==> src/rtl/wb_arbiter.sv <==
// wb_arbiter: writeback stage between the Branch/ALU and Memory pipes and the
// dual-write-port register file.
//
// Each pipe pushes results into its own small FIFO (DEPTH entries). On every
// rising edge without wb_stall, each non-empty lane pops its head into a
// registered RF write command. The register file samples these outputs on the
// falling edge. When both lanes pop writes to the same nonzero register, only
// the younger one (larger PC) keeps its write enable. The RF therefore never
// sees two enabled writes to one register. On a PC tie the Memory lane wins.
//
// Ports:
//   clk, rst                       clock (rising edge) and async active-low reset
//   br_valid/ready/rd/wd/pc/we     Branch-lane producer handshake and payload
//   mem_valid/ready/rd/wd/pc/we    Memory-lane producer handshake and payload
//   wb_stall                       freezes draining; FIFOs still accept
//   rd/wd/PC_out/write_en_Branch   registered RF Branch-port write command
//   rd/wd/PC_out/write_en_Memory   registered RF Memory-port write command
//   pending                        total entries held in both FIFOs
module wb_arbiter #(
  parameter int unsigned WIDTH = 32,
  parameter int unsigned RS    = 5,
  parameter int unsigned DEPTH = 2
) (
  input  logic                        clk,
  input  logic                        rst,

  input  logic                        br_valid,
  output logic                        br_ready,
  input  logic [RS-1:0]               br_rd,
  input  logic [WIDTH-1:0]            br_wd,
  input  logic [WIDTH-1:0]            br_pc,
  input  logic                        br_we,

  input  logic                        mem_valid,
  output logic                        mem_ready,
  input  logic [RS-1:0]               mem_rd,
  input  logic [WIDTH-1:0]            mem_wd,
  input  logic [WIDTH-1:0]            mem_pc,
  input  logic                        mem_we,

  input  logic                        wb_stall,

  output logic [RS-1:0]               rd_Branch,
  output logic [WIDTH-1:0]            wd_Branch,
  output logic [WIDTH-1:0]            PC_out_Branch,
  output logic                        write_en_Branch,

  output logic [RS-1:0]               rd_Memory,
  output logic [WIDTH-1:0]            wd_Memory,
  output logic [WIDTH-1:0]            PC_out_Memory,
  output logic                        write_en_Memory,

  output logic [$clog2(2*DEPTH):0]    pending
);

  localparam int unsigned PtrW  = $clog2(DEPTH);
  localparam int unsigned CntW  = $clog2(DEPTH) + 1;
  localparam int unsigned PendW = $clog2(2 * DEPTH) + 1;

  typedef struct packed {
    logic [RS-1:0]    rd;
    logic [WIDTH-1:0] wd;
    logic [WIDTH-1:0] pc;
    logic             we;
  } entry_t;

  // ---------------------------------------------------------------------------
  // Branch lane FIFO
  // ---------------------------------------------------------------------------
  entry_t            br_mem_q [DEPTH];
  logic [PtrW-1:0]   br_wptr_q, br_rptr_q;
  logic [CntW-1:0]   br_cnt_q, br_cnt_d;
  logic              br_full, br_empty, br_push, br_pop;
  entry_t            br_in, br_head;

  assign br_in    = '{rd: br_rd, wd: br_wd, pc: br_pc, we: br_we};
  assign br_full  = (br_cnt_q == CntW'(DEPTH));
  assign br_empty = (br_cnt_q == '0);
  // No same-cycle pop credit: a full lane refuses even if it drains this edge.
  assign br_ready = !br_full;
  assign br_push  = br_valid && br_ready;
  assign br_pop   = !wb_stall && !br_empty;
  assign br_head  = br_mem_q[br_rptr_q];

  always_comb begin
    br_cnt_d = br_cnt_q;
    case ({br_push, br_pop})
      2'b10:   br_cnt_d = br_cnt_q + CntW'(1);
      2'b01:   br_cnt_d = br_cnt_q - CntW'(1);
      default: br_cnt_d = br_cnt_q;
    endcase
  end

  always_ff @(posedge clk or negedge rst) begin
    if (!rst) begin
      br_wptr_q <= '0;
      br_rptr_q <= '0;
      br_cnt_q  <= '0;
    end else begin
      if (br_push) br_wptr_q <= br_wptr_q + PtrW'(1);
      if (br_pop)  br_rptr_q <= br_rptr_q + PtrW'(1);
      br_cnt_q <= br_cnt_d;
    end
  end

  // Storage is not reset; the cleared count marks every slot invalid.
  always_ff @(posedge clk) begin
    if (br_push) br_mem_q[br_wptr_q] <= br_in;
  end

  // ---------------------------------------------------------------------------
  // Memory lane FIFO
  // ---------------------------------------------------------------------------
  entry_t            mem_mem_q [DEPTH];
  logic [PtrW-1:0]   mem_wptr_q, mem_rptr_q;
  logic [CntW-1:0]   mem_cnt_q, mem_cnt_d;
  logic              mem_full, mem_empty, mem_push, mem_pop;
  entry_t            mem_in, mem_head;

  assign mem_in    = '{rd: mem_rd, wd: mem_wd, pc: mem_pc, we: mem_we};
  assign mem_full  = (mem_cnt_q == CntW'(DEPTH));
  assign mem_empty = (mem_cnt_q == '0);
  assign mem_ready = !mem_full;
  assign mem_push  = mem_valid && mem_ready;
  assign mem_pop   = !wb_stall && !mem_empty;
  assign mem_head  = mem_mem_q[mem_rptr_q];

  always_comb begin
    mem_cnt_d = mem_cnt_q;
    case ({mem_push, mem_pop})
      2'b10:   mem_cnt_d = mem_cnt_q + CntW'(1);
      2'b01:   mem_cnt_d = mem_cnt_q - CntW'(1);
      default: mem_cnt_d = mem_cnt_q;
    endcase
  end

  always_ff @(posedge clk or negedge rst) begin
    if (!rst) begin
      mem_wptr_q <= '0;
      mem_rptr_q <= '0;
      mem_cnt_q  <= '0;
    end else begin
      if (mem_push) mem_wptr_q <= mem_wptr_q + PtrW'(1);
      if (mem_pop)  mem_rptr_q <= mem_rptr_q + PtrW'(1);
      mem_cnt_q <= mem_cnt_d;
    end
  end

  always_ff @(posedge clk) begin
    if (mem_push) mem_mem_q[mem_wptr_q] <= mem_in;
  end

  assign pending = PendW'(br_cnt_q) + PendW'(mem_cnt_q);

  // ---------------------------------------------------------------------------
  // Conflict resolution between simultaneously popped heads
  // ---------------------------------------------------------------------------
  logic same_dst;
  logic br_wen, mem_wen;

  assign same_dst = br_pop && mem_pop && br_head.we && mem_head.we &&
                    (br_head.rd != '0) && (br_head.rd == mem_head.rd);

  // The older write (smaller PC) is dead. On a tie, the Branch lane yields.
  assign br_wen  = br_head.we && (br_head.rd != '0) &&
                   !(same_dst && (br_head.pc <= mem_head.pc));
  assign mem_wen = mem_head.we && (mem_head.rd != '0) &&
                   !(same_dst && (mem_head.pc < br_head.pc));

  // ---------------------------------------------------------------------------
  // Registered RF write commands
  // ---------------------------------------------------------------------------
  always_ff @(posedge clk or negedge rst) begin
    if (!rst) begin
      rd_Branch       <= '0;
      wd_Branch       <= '0;
      PC_out_Branch   <= '0;
      write_en_Branch <= 1'b0;
    end else if (br_pop) begin
      rd_Branch       <= br_head.rd;
      wd_Branch       <= br_head.wd;
      PC_out_Branch   <= br_head.pc;
      write_en_Branch <= br_wen;
    end else begin
      // Empty lane or stall: only the enable drops; data holds.
      write_en_Branch <= 1'b0;
    end
  end

  always_ff @(posedge clk or negedge rst) begin
    if (!rst) begin
      rd_Memory       <= '0;
      wd_Memory       <= '0;
      PC_out_Memory   <= '0;
      write_en_Memory <= 1'b0;
    end else if (mem_pop) begin
      rd_Memory       <= mem_head.rd;
      wd_Memory       <= mem_head.wd;
      PC_out_Memory   <= mem_head.pc;
      write_en_Memory <= mem_wen;
    end else begin
      write_en_Memory <= 1'b0;
    end
  end

endmodule

==> config.mk <==
export PLATFORM = sky130hd
export DESIGN_NAME = wb_arbiter
export DESIGN_NICKNAME = d
export VERILOG_FILES = /design/src/rtl/wb_arbiter.sv
export SDC_FILE = /design/constraint.sdc
export NUM_CORES = 1
export LEC_CHECK = 0
export CAP_MARGIN = 20
export CORE_ASPECT_RATIO = 0.5
export CORE_MARGIN = 2
export CORE_UTILIZATION = 45
export DETAILED_ROUTE_END_ITERATION = 16
export GPL_TIMING_DRIVEN = 0
export HOLD_SLACK_MARGIN = 0.03
export PLACE_DENSITY = 0.67
export RECOVER_POWER = 50
export SLEW_MARGIN = 30
export SYNTH_ARGS = -nofsm -noshare
export SYNTH_HDL_FRONTEND = slang
export SYNTH_SLANG_ARGS = --single-unit
export TNS_END_PERCENT = 1
==> constraint.sdc <==
create_clock -name clk -period 4.99 [get_ports clk]
set_clock_uncertainty 0.05 [all_clocks]
set_input_delay 1.2475 -clock clk [delete_from_list [all_inputs] [get_ports clk]]
set_output_delay 1.2475 -clock clk [all_outputs]
set_load 0.03 [all_outputs]
==> results.json <==
{
  "n_fill_cell": 2653,
  "syn_inst": 984,
  "dr.pass1.iters": 5,
  "wl_per_cell_um": 21.2,
  "routed_wl_um": 39100,
  "synth_area_per_cell_um2": 16.3,
  "drc_errors": 0,
  "layout.nets": 1506,
  "ys_ff_latch": 428,
  "layout_min_cycle_time_ps": 3690,
  "cp_max_fo": 5,
  "core_mm2": 0.0348,
  "critPathKind": "reg2out",
  "viasPerCell": 5.11,
  "cpPeakStageDelay_ps": 670,
  "slew_headroom_pct": -48.5,
  "path_cells": "ha_1 -> fa_1 -> clkdlybuf4s50_1",
  "overflow": 0,
  "rsz0062_at_grt": "no",
  "cts_made_buffers": 39,
  "worstHoldPathCells": 2,
  "cp-start-kind": "flop",
  "wl_met3_um": 1550,
  "p_per_area_mw_per_mm2": 674,
  "synth.distinct_cells": 42,
  "ioPinCount": 290,
  "cp-end-kind": "output pin",
  "cap_violations": 3,
  "setup_violations": 0,
  "drive_above_1_share_pct": 11.7,
  "final_core_util_pct": 60.9,
  "r2r_slack_ps": 1320,
  "clk_path_buf_depth": 3,
  "yosys.area.top_type": "edfxtp_1",
  "top_layer_used": "met4",
  "die_w_um": 271,
  "die_h_um": 138,
  "detail-route-antenna-nets": 0,
  "clkTransAtPathRegs_ps": 70,
  "vias": 9411,
  "place.gp.congestion": 0.810,
  "final_hold_viol_count": 0,
  "tightest_slew_ps": 2230,
  "vdd_drop_max_mv": 0.289,
  "period_share_pct": 73.9,
  "grt_max_degree": 80,
  "grt_pass1_wl_um": 58800,
  "post_cts_buffers": 0,
  "placed_area_mm2": 0.0199,
  "yosysWarnings": 0,
  "port_buffers": 289,
  "fmax_mhz": 271,
  "final_cell_mix": "edfxtp_1, dfrtp_1, clkdlybuf4s50_1",
  "synthToLayoutAreaGrowth_pct": 31.8,
  "cpMaxStageDelayCell": "clkdlybuf4s50_1",
  "routedLengthMet1_um": 15700,
  "min-delay-start": "wd_Memory[17]$_DFFE_PN0P_",
  "die-area_mm2": 0.0374,
  "final_common_cell": "edfxtp_1",
  "violations": "max-capacitance violations, max-slew violations",
  "finalWorstSetupSlack_ps": 1300,
  "wl_met2_um": 21000,
  "reg2reg_to": "write_en_Branch$_DFF_PN0_",
  "dpl.cell_count": 1759,
  "cts-htree-levels": 2,
  "final_cells": 1841,
  "cts_resized": 0,
  "min_to": "wd_Memory[17]$_DFFE_PN0P_",
  "cts_num_sinks": 428,
  "syn_nets": 1165,
  "dp_hpwl_um": 27500,
  "hold_path_class": "reg2reg",
  "synthTopCellsByArea": "edfxtp_1, dfrtp_1, mux2i_1, mux2_2, o21ai_0",
  "slew_violations": 147,
  "netlist_area_mm2": 0.0161,
  "grt_pass1_vias": 9923,
  "antenna_found_initial": 15,
  "track_usage_pct": 21.1,
  "clk_latency_ps": 540,
  "detail_route.iter0.violations": 614,
  "post-place-ws_ps": 1080,
  "cts_hold_buffers": 0,
  "status": "finished with violations",
  "cts-root-buf": "clkbuf_16",
  "r2r_start": "br_rptr_q$_DFFE_PN0P_",
  "yosysSeqAreaShare_pct": 75.3,
  "arrival_ps": 2390,
  "power_leakage_uw": 0.00816,
  "start_util_pct": 46.2,
  "crit_required_ps": 3690,
  "design_area_mm2": 0.0212,
  "rows": 48,
  "netlist.area_leader.share_pct": 52.3,
  "r2r_cells": 11,
  "cts_tree": "built"
}
## registers in the layout (all words and copies together), names as in the netlist, 2 cells and up
| register | count |
|---|---|
| PC_out_Branch | 32 |
| wd_Branch | 32 |
| rd_Memory | 5 |
| mem_cnt_q | 2 |
| rd_Branch | 5 |
| mem_mem_q | 140 |
| PC_out_Memory | 32 |
| wd_Memory | 32 |
| br_mem_q | 140 |
| br_cnt_q | 2 |
## report_power, final
group / internal [µW] / switching, µW / total, µW / leakage [µW]
clock: 1830 / 1290 / 3120 / 0.000661
sequential: 5020 / 483 / 5500 / 0.00439
combinational: 2270 / 3390 / 5660 / 0.00311
total: 9120 / 5160 / 14300 / 0.00816
## critical path: cells and delay by family, from the launching register on
family,cells,cell delay [ps]
buffers and inverters,1,670
adder cells (fa/ha/maj),2,710
flip-flops,1,470
## through the flow
step           hold WS (ps)  TNS [ps]  power [µW]
2_1_floorplan           411         0        8820
3_3_place_gp            412   -955860       11100
3_5_place_dp            420         0       11300
4_1_cts                 435         0       14500
5_1_grt                 460         0       15000
6_report                430         0       14300
## cell usage after synthesis
cell       count
or4b_1         1
o211ai_1       2
and3_1         2
mux2i_1      108
buf_2         14
dfrtp_1      148
ha_1          35
a21oi_1       11
or2_4          1
nor4_1         3
a221o_1        1
clkbuf_1      22
xnor2_1       11
a211o_1        1
o21ai_0      109
nand4_1        7
a221oi_1       1
o32ai_1        1
or4_1          3
a21o_1         2
nor3_1         2
nor4_4         1
nor2_1         9
nand2_1      115
nand3_1        2
fa_1           1
nand2b_1       2
and4_1         1
a211oi_1       2
and2b_1        1
o21a_1         2
or2_2          1
a2111oi_0      1
and2_0         1
a22oi_1        1
xor2_1         4
buf_1          7
edfxtp_1     280
inv_1          2
or4_4          1
nor2b_1        1
mux2_2        64
## final cells by class
cell class | instances | area [µm²] | area share, %
plain buffers | 43 | 180 | 0.850
repair buffers | 300 | 3150 | 14.8
flip-flops and latches | 428 | 12100 | 57.1
clock inverters | 16 | 210 | 0.992
diodes | 12 | 30.0 | 0.142
multi-input cells | 511 | 3790 | 17.9
well taps | 475 | 594 | 2.80
clock buffers | 54 | 1120 | 5.29
inverters | 2 | 7.51 | 0.0354
## layer usage
metal,global-route usage (%),vias up
met5,0,-
met4,8.06,0
met3,3.59,56
met2,38.3,205
met1,25.4,4799
li1,-,4351
## cells by family (layout without fill, tap and decap cells)
family,count (synthesis),in the layout,synth area share [%]
buffers and inverters,45,415,1.16
AO/OA/AOI/OAI,134,134,4.43
adder cells (fa/ha/maj),36,36,2.85
flip-flops,428,428,75.3
AND/OR/NAND/NOR,154,154,4.24
multiplexers,172,172,11.2
XOR/XNOR,15,15,0.817
other,0,12,0
## how the worst max path moves through the flow
stage | cells past startpoint | from | slack (ps) | to
final | 3 | mem_cnt_q[0]$_DFFE_PN0P_ | 1300 | pending[1]
after global routing | 11 | br_rptr_q$_DFFE_PN0P_ | 1020 | write_en_Branch$_DFF_PN0_
after CTS | 11 | br_rptr_q$_DFFE_PN0P_ | 1280 | write_en_Branch$_DFF_PN0_
after detailed placement | 7 | wb_stall | 1080 | wd_Branch[17]$_DFFE_PN0P_
after global placement | 1 | rst | -4090 | wd_Memory[16]$_DFFE_PN0P_
after floorplan | 2 | br_valid | 160 | br_mem_q[0][0]$_DFFE_PP_
No activity file was read; power rests on OpenSTA's default activity.
